===== config.mk =====
export PLATFORM = sky130hd
export DESIGN_NAME = snitch_barrier_multi
export DESIGN_NICKNAME = d
export VERILOG_FILES = /design/src/rtl/snitch_barrier_pkg.sv /design/src/rtl/snitch_barrier_multi_channel.sv /design/src/rtl/snitch_barrier_multi.sv
export SDC_FILE = /design/constraint.sdc
export NUM_CORES = 1
export LEC_CHECK = 0
export ABC_AREA = 0
export BUFFER_PORTS_ARGS = -buffer_cell sky130_fd_sc_hd__buf_4
export CORE_ASPECT_RATIO = 1.5
export CORE_MARGIN = 10
export CORE_UTILIZATION = 55
export CTS_BUF_LIST = sky130_fd_sc_hd__clkbuf_8
export DETAILED_ROUTE_END_ITERATION = 10
export PLACE_DENSITY = 0.8
export SLEW_MARGIN = 25
export SYNTH_ARGS = -nofsm -noshare
export SYNTH_HDL_FRONTEND = slang
export SYNTH_SLANG_ARGS = --single-unit

===== constraint.sdc =====
create_clock -name clk_i -period 3.2 [get_ports clk_i]
set_input_delay 0.16 -clock clk_i [delete_from_list [all_inputs] [get_ports clk_i]]
set_output_delay 0.16 -clock clk_i [all_outputs]
set_load 0.1 [all_outputs]

===== src/rtl/snitch_barrier_pkg.sv =====
// Shared types and sizing helpers for the multi-channel hardware barrier.
package snitch_barrier_pkg;

    typedef enum logic [0:0] {
        BARRIER_WAIT    = 1'b0,
        BARRIER_RELEASE = 1'b1
    } barrier_state_e;

    // Index width for a set of n items; never narrower than one bit.
    function automatic int idx_width(input int n);
        return (n > 1) ? $clog2(n) : 1;
    endfunction

endpackage


===== src/rtl/snitch_barrier_multi_channel.sv =====
// One barrier channel: collects masked arrivals, signals completion and counts generations.
module snitch_barrier_channel
    import snitch_barrier_pkg::*;
#(
    parameter int NrCores  = 8,
    parameter int GenWidth = 8
) (
    input  logic                clk_i,
    input  logic                rst_i,
    input  logic [NrCores-1:0]  match_i,
    input  logic [NrCores-1:0]  mask_i,
    output logic [NrCores-1:0]  release_o,
    output logic [NrCores-1:0]  arrived_o,
    output logic                idle_o,
    output logic                busy_o,
    output logic [GenWidth-1:0] gen_o
);

    barrier_state_e      state_r, state_s;
    logic [NrCores-1:0]  arrived_r, arrived_s, new_s;
    logic [GenWidth-1:0] gen_r, gen_s;
    logic                busy_r;

    // Next-state: record fresh arrivals in WAIT; on completion clear and count the generation.
    always_comb begin
        state_s   = state_r;
        arrived_s = arrived_r;
        gen_s     = gen_r;
        new_s     = '0;
        release_o = '0;
        case (state_r)
            BARRIER_WAIT: begin
                new_s = match_i & mask_i & ~arrived_r;
                if ((mask_i != '0) && (((arrived_r | new_s) & mask_i) == mask_i)) begin
                    state_s   = BARRIER_RELEASE;
                    arrived_s = '0;
                    gen_s     = gen_r + GenWidth'(1);
                    release_o = mask_i;
                end else begin
                    arrived_s = arrived_r | new_s;
                end
            end
            BARRIER_RELEASE: begin
                state_s = BARRIER_WAIT;
            end
            default: begin
                state_s   = BARRIER_WAIT;
                arrived_s = '0;
            end
        endcase
    end

    // Channel state registers.
    always_ff @(posedge clk_i) begin
        if (rst_i) begin
            state_r   <= BARRIER_WAIT;
            arrived_r <= '0;
            gen_r     <= '0;
            busy_r    <= 1'b0;
        end else begin
            state_r   <= state_s;
            arrived_r <= arrived_s;
            gen_r     <= gen_s;
            busy_r    <= |arrived_s;
        end
    end

    assign arrived_o = arrived_r;
    assign idle_o    = (state_r == BARRIER_WAIT) && (arrived_r == '0);
    assign busy_o    = busy_r;
    assign gen_o     = gen_r;

endmodule


===== src/rtl/snitch_barrier_multi.sv =====
// Cluster barrier unit: NrBarriers maskable channels shared by NrCores cores,
// with per-core release handshake, generation counters and misuse reporting.
module snitch_barrier_multi
    import snitch_barrier_pkg::*;
#(
    parameter int  NrCores    = 8,
    parameter int  NrBarriers = 4,
    parameter int  GenWidth   = 8,
    localparam int IdWidth    = idx_width(NrBarriers),
    localparam int CoreWidth  = idx_width(NrCores)
) (
    input  logic                           clk_i,
    input  logic                           rst_i,
    input  logic                           cfg_valid_i,
    output logic                           cfg_ready_o,
    input  logic [IdWidth-1:0]             cfg_id_i,
    input  logic [NrCores-1:0]             cfg_mask_i,
    input  logic [NrCores-1:0]             arr_valid_i,
    input  logic [NrCores*IdWidth-1:0]     arr_id_i,
    output logic [NrCores-1:0]             arr_ready_o,
    output logic [NrBarriers*GenWidth-1:0] gen_o,
    output logic [NrBarriers-1:0]          busy_o,
    output logic                           err_o,
    output logic [CoreWidth-1:0]           err_core_o
);

    logic [NrCores-1:0]   mask_r     [NrBarriers];
    logic [NrCores-1:0]   match_s    [NrBarriers];
    logic [NrCores-1:0]   release_s  [NrBarriers];
    logic [NrCores-1:0]   arrived_s  [NrBarriers];
    logic [NrCores-1:0]   sel_mask_s [NrCores];
    logic [IdWidth-1:0]   core_id_s  [NrCores];
    logic [NrBarriers-1:0] idle_s;
    logic [NrCores-1:0]   recorded_s, release_any_s, err_vec_s, arr_ready_r;
    logic [CoreWidth-1:0] err_core_r;
    logic                 err_r, cfg_ready_s;

    function automatic logic [CoreWidth-1:0] lowest_index(input logic [NrCores-1:0] vec);
        logic [CoreWidth-1:0] idx;
        idx = '0;
        for (int i = NrCores - 1; i >= 0; i--) begin
            idx = vec[i] ? CoreWidth'(i) : idx;
        end
        return idx;
    endfunction

    for (genvar i = 0; i < NrCores; i++) begin : g_core_id
        assign core_id_s[i] = arr_id_i[i*IdWidth +: IdWidth];
    end

    // Id decode: per-channel match vectors and the mask of each core's target channel.
    // An out-of-range id matches no channel, so its selected mask stays empty.
    always_comb begin
        for (int b = 0; b < NrBarriers; b++) begin
            match_s[b] = '0;
        end
        for (int i = 0; i < NrCores; i++) begin
            sel_mask_s[i] = '0;
            for (int b = 0; b < NrBarriers; b++) begin
                match_s[b][i] = arr_valid_i[i] && (core_id_s[i] == IdWidth'(b));
                sel_mask_s[i] = sel_mask_s[i] | ((core_id_s[i] == IdWidth'(b)) ? mask_r[b] : '0);
            end
        end
    end

    // Combine channel views and flag misuse by cores that are neither waiting nor being released.
    always_comb begin
        recorded_s    = '0;
        release_any_s = '0;
        cfg_ready_s   = 1'b0;
        for (int b = 0; b < NrBarriers; b++) begin
            recorded_s    = recorded_s | arrived_s[b];
            release_any_s = release_any_s | release_s[b];
            cfg_ready_s   = cfg_ready_s | ((cfg_id_i == IdWidth'(b)) && idle_s[b]);
        end
        for (int i = 0; i < NrCores; i++) begin
            err_vec_s[i] = arr_valid_i[i] && !sel_mask_s[i][i] && !recorded_s[i] && !arr_ready_r[i];
        end
    end

    // Release and error pulses, one cycle after the deciding sample.
    always_ff @(posedge clk_i) begin
        if (rst_i) begin
            arr_ready_r <= '0;
            err_r       <= 1'b0;
            err_core_r  <= '0;
        end else begin
            arr_ready_r <= release_any_s | err_vec_s;
            err_r       <= |err_vec_s;
            err_core_r  <= lowest_index(err_vec_s);
        end
    end

    // Participant masks; channel 0 defaults to the whole cluster.
    always_ff @(posedge clk_i) begin
        if (rst_i) begin
            for (int b = 0; b < NrBarriers; b++) begin
                mask_r[b] <= (b == 0) ? {NrCores{1'b1}} : {NrCores{1'b0}};
            end
        end else begin
            for (int b = 0; b < NrBarriers; b++) begin
                if (cfg_valid_i && cfg_ready_s && (cfg_id_i == IdWidth'(b))) begin
                    mask_r[b] <= cfg_mask_i;
                end else begin
                    mask_r[b] <= mask_r[b];
                end
            end
        end
    end

    for (genvar b = 0; b < NrBarriers; b++) begin : g_channel
        snitch_barrier_channel #(
            .NrCores  (NrCores),
            .GenWidth (GenWidth)
        ) u_channel (
            .clk_i     (clk_i),
            .rst_i     (rst_i),
            .match_i   (match_s[b]),
            .mask_i    (mask_r[b]),
            .release_o (release_s[b]),
            .arrived_o (arrived_s[b]),
            .idle_o    (idle_s[b]),
            .busy_o    (busy_o[b]),
            .gen_o     (gen_o[b*GenWidth +: GenWidth])
        );
    end

    assign cfg_ready_o = cfg_ready_s;
    assign arr_ready_o = arr_ready_r;
    assign err_o       = err_r;
    assign err_core_o  = err_core_r;

endmodule


[Word level (Yosys, flattened, before mapping)]
Memory sizes are Yosys's and may differ from the RTL's.
Index checks and enable logic that the tools add are counted.
Cells by class
  add/subtract/negate cells: 4
  equal/unequal tests: 31
  muxes and demuxes: 97
  bitwise operators: 66
  reductions and logical operators: 126
Operator list (number)
  2-to-1 mux 8 bit: 28
  bitwise OR 8 bit: 14
  bitwise AND 8 bit: 12
  logical AND 1 bit: 73
  OR reduction 8 bit: 5
  == test 2 bit (second input constant): 18
  2-to-1 mux 1 bit: 35
  adder 8 x 1 -> 8 bit (second input constant): 4
  == test 8 bit: 4
  logical NOT 8 bit: 4
  NOT 8 bit: 4
  nonzero test 8 bit: 4
  2-to-1 mux 7 bit: 4
  logical NOT 1 bit: 24
  2-to-1 mux 3 bit: 8
  2-to-1 mux 6 bit: 4
  bitwise OR 7 bit: 3
  2-to-1 mux 5 bit: 4
  == test 2 x 1 -> 1 bit (second input constant): 9
  logical NOT 2 bit: 9
  bitwise OR 6 bit: 3
  2-to-1 mux 4 bit: 4
  bitwise OR 5 bit: 3
  bitwise OR 1 bit: 14
  other kinds (10): 30
Word-level totals
  bits in registers: 84
  memory bits (writable): 32
  input port bits: 37
  output and inout port bits: 49
  logic and storage cells: 346
  memories kept: 1
Memory list
  mask_r: depth 4, width 8, rd ports 4, clocked after Yosys merged registers in 0, write ports 4, line snitch_barrier_multi.sv:27  | logic [NrCores-1:0] mask_r [NrBarriers];

[Logic depth before layout (Yosys ltp)]
  word-level depth: 16
  gate-level depth with buffers: 8
  gate-level depth less buffers: 6

[Cells and area by module]
A second synthesis with hierarchy kept.
Second synthesis, totals
  cells, all modules: 595
  area total of the unflattened synthesis: 5786.8 µm²
Modules (own cells, without submodules)
  snitch_barrier_channel: instances 4, cells an instance 102, area each 867.1 µm², sequential area each 360.3 µm²
  snitch_barrier_multi: instances 1, cells an instance 187, area each 2318.5 µm², sequential area each 1201.2 µm²

[Worst setup path after synthesis]
OpenSTA, ideal clock, no wires.
  path kind: register to register
  from: register g_channel[3].u_channel.state_r
  to: memory mask_r[3][0] (enable)
  setup time: 0.303 ns
  arrival: 2.668 ns
  required time: 2.897 ns
  setup slack: 0.229 ns
  cell stages (with the launch flop): 8
  path buffers: 1
  clock period less this slack: 2.971 ns
  path through: dfxtp_1 > clkbuf_1 > nor4bb_1 > nand3_1 > nand4_1 > and2_1 > nand3_1 > nand2b_1
RTL lines
  from (decl): line snitch_barrier_multi_channel.sv:19  | barrier_state_e state_r, state_s;
  from (signal assigned): line snitch_barrier_multi_channel.sv:61  | state_r <= state_s;
  to (decl): line snitch_barrier_multi.sv:27

==> results.ini <==
[outcome]
status=finished, final reports clean

[clock_tree]
clk_pin_slew_ps=70
cts_tree=done
clock_latency_ps=440
cts.sinks=116
cts_max_level=4
cts_setup_buffers=0
root_buffer=clkbuf_8
clk_path_buf_depth=2
numCtsBuffers=17
cts_resized=0

[floorplan]
die-area_sq_mm=0.0149
fp-row-count=45
ios=86
core_area_sq_mm=0.0101
die_y_um=144
initial_core_util_pct=56.3
die_w_um=103

[synthesis]
syn_area_sq_mm=0.00567
yosys_warnings=0
avgSynthCellArea_sq_um=9.66
synth_top_area_share_pct=29.7
yosys.cell_types.count=56
synthFlopType=dfxtp_1
netlist_top_cells_count=nor2_1 (96), dfxtp_1 (84), nor2b_1 (38)
yosysTopAreaCell=dfxtp_1
synth_edf_count=32
syn_inst=587
synthArstFlopShare_pct=0
syn_nets=628
ys_top_cells_by_area=dfxtp_1 (30%), edfxtp_1 (17%), nor2_1 (6.4%)
ys_ff_latch=116
seq_area_frac_synth_pct=46.6
synth_most_common_cell=nor2_1

[sta]
tightest_slew_ps=839
setup_ws_ps=676
fin_hold_ws_ps=12.1
fin_tns_setup_ps=0
relSlewSlack_pct=44.1
hold_violations=0
min_period_ps=2520
setup-violations-final=0
fmax_mhz=396
fin_crit_sh_pct=78.9
rsz0062_at_grt=false
skew_ps=15.0
slew_violations=0

[worst_setup_path]
startpoint_type=register
crit_fanout=9
crit_path_end_kind=register
path_depth=6
endpoint=mask_r[3][2]
r2r_end=mask_r[3][2]
startpoint=g_channel[1].u_channel.arrived_o[3]
worst_path_largest_cell_delay_ps=400
path_cells=nor4_1, nand4_1, nand4_1, and2_1, nand3_1, nand2b_1
cp_slowest_cell=nand2b_1
reg2reg_from=g_channel[1].u_channel.arrived_o[3]
cp_common_cell=nand4_1
critPathRequiredTime_ps=3300
r2r_cells=6
cp.buffers_inverters=0
path_class=reg2reg
r2r_slack_ps=680
critPathArrivalTime_ps=2620
cp_top_family=simple AND/OR/NAND/NOR gates

[routing]
drt_wl_total_mm=18.6
first_pass_iters=6
drc=0
wl_per_cell_um=23.2
drtIter0Drc=615
drtAntennaViolNets=0
routed-via-count=5292
vias_per_cell=6.59

[global_routing]
grt_pass1_vias=5332
grt_overflow=0
grt_pass1_wl_mm=28.7
antenna_found_initial=0
grt_max_degree=83
grt_usage_pct=25.8

[placed_design]
place.gp.congestion=1.10
port-buffer-count=85
dp.cells=769
place_ws_ps=777
detailed_place_hpwl_mm=14.1
dpl_cell_area_sq_mm=0.00635

[worst_hold_path]
hold_depth=2
hp-class=in2reg

[power_and_ir_drop]
vdd_ir_drop_max_mv=0.362
power.density_mw_per_mm2=567
power.leakage_nw=2.72
power_mw=3.87

[final_layout]
fin_area_sq_mm=0.00684
drive_gt1_share_pct=22.4
syn_to_final_growth_pct=20.6
nets=714
antenna_cells=0
nFillCells=792
utilization_pct=67.8
layout.cells.non_filler=803

[run]
drv_cap=0

-- cell families (layout without fill, tap and decap cells) --
family                     Yosys count  count (layout)  synth area share, %
xor gates and xnor gates            23              23                 3.55
and+or+nand+nor                    320             320                 32.5
muxes                               15              15                 4.50
adders and majority gates            4               4                0.883
buffers and inverters               42             141                 3.57
AOI/OAI and AO/OA                   67              67                 8.39
DFF                                116             116                 46.6
-- layer usage --
layer	track usage (%)	vias to the layer above	share of wire [%]	wire length [um]
li1	-	2330	-	-
met1	27.0	2464	34	6250
met2	41.2	385	48	8960
met3	9.26	113	10	1940
met4	19.4	0	7.9	1460
met5	0	-	0	0
-- power by group --
group | switching, mW | internal [mW]
combinational | 0.436 | 0.199
sequential | 0.0828 | 1.58
clock | 0.595 | 0.980
total | 1.11 | 2.76
-- state kept, by name (all words and copies together), names as in the netlist --
register,cells
g_channel.u_channel.state_r,4
g_channel.u_channel.gen_o,32
arr_ready_o,8
g_channel.u_channel.busy_o,4
mask_r,32
g_channel.u_channel.arrived_o,32
err_core_o,3
err_o,1
-- layout make-up --
cell class              instances  area [sq um]  share of cell area [%]
well taps                     117           146                    2.14
inverters                      17          63.8                   0.933
clock inverters                12           188                    2.75
clock buffers                  20           275                    4.03
flip-flops and latches        116          2640                    38.7
multi-input cells             429          2830                    41.3
repair buffers                 92           696                    10.2
-- cell usage in the layout, fill, tap and decap left out, types with 4 or more instances in the layout --
| master | netlist | routed |
|---|---|---|
| a21oi_1 | 11 | 11 |
| a222oi_1 | 8 | 8 |
| a31oi_1 | 28 | 28 |
| and2_1 | 6 | 6 |
| and3_1 | 7 | 7 |
| and3b_1 | 12 | 12 |
| buf_4 | 6 | 90 |
| bufinv_16 | 0 | 5 |
| clkbuf_8 | 0 | 20 |
| dfxtp_1 | 84 | 84 |
| edfxtp_1 | 32 | 32 |
| ha_1 | 4 | 4 |
| inv_1 | 15 | 18 |
| mux4_2 | 8 | 8 |
| nand2_1 | 17 | 17 |
| nand2b_1 | 7 | 7 |
| nand3_1 | 19 | 19 |
| nand3b_1 | 5 | 5 |
| nand4_1 | 25 | 25 |
| nor2_1 | 96 | 96 |
| nor2b_1 | 38 | 38 |
| nor3_1 | 9 | 9 |
| nor3b_1 | 25 | 25 |
| nor4_1 | 11 | 11 |
| o32ai_1 | 5 | 5 |
| or2_2 | 9 | 9 |
| or4_1 | 14 | 14 |
| or4b_2 | 4 | 4 |
| xnor2_1 | 8 | 8 |
| xor2_1 | 15 | 15 |
-- worst reg2reg max path, stage by stage, from the launching register on --
cell and delay (ps):
dfxtp_1 370, nor4_1 370, nand4_1 340, nand4_1 220
and2_1 200, nand3_1 280, nand2b_1 400
-- worst min-delay path by stage --
stage,from,endpoint,slack [ps]
detailed placement,cfg_mask_i[5],mask_r[0][5],440
CTS,cfg_mask_i[3],mask_r[0][3],0.6
global route,cfg_mask_i[3],mask_r[0][3],3
finish,cfg_mask_i[3],mask_r[0][3],10
global placement,cfg_mask_i[5],mask_r[0][5],440
floorplan,cfg_mask_i[0],mask_r[0][0],340
-- timing repair --
action                                  in CTS  in global routing
endpoints found under the setup margin       0                  0
hold endpoints to repair                     2                  0
hold buffers                                 2                  0
Power figures use the tool's default switching activity.
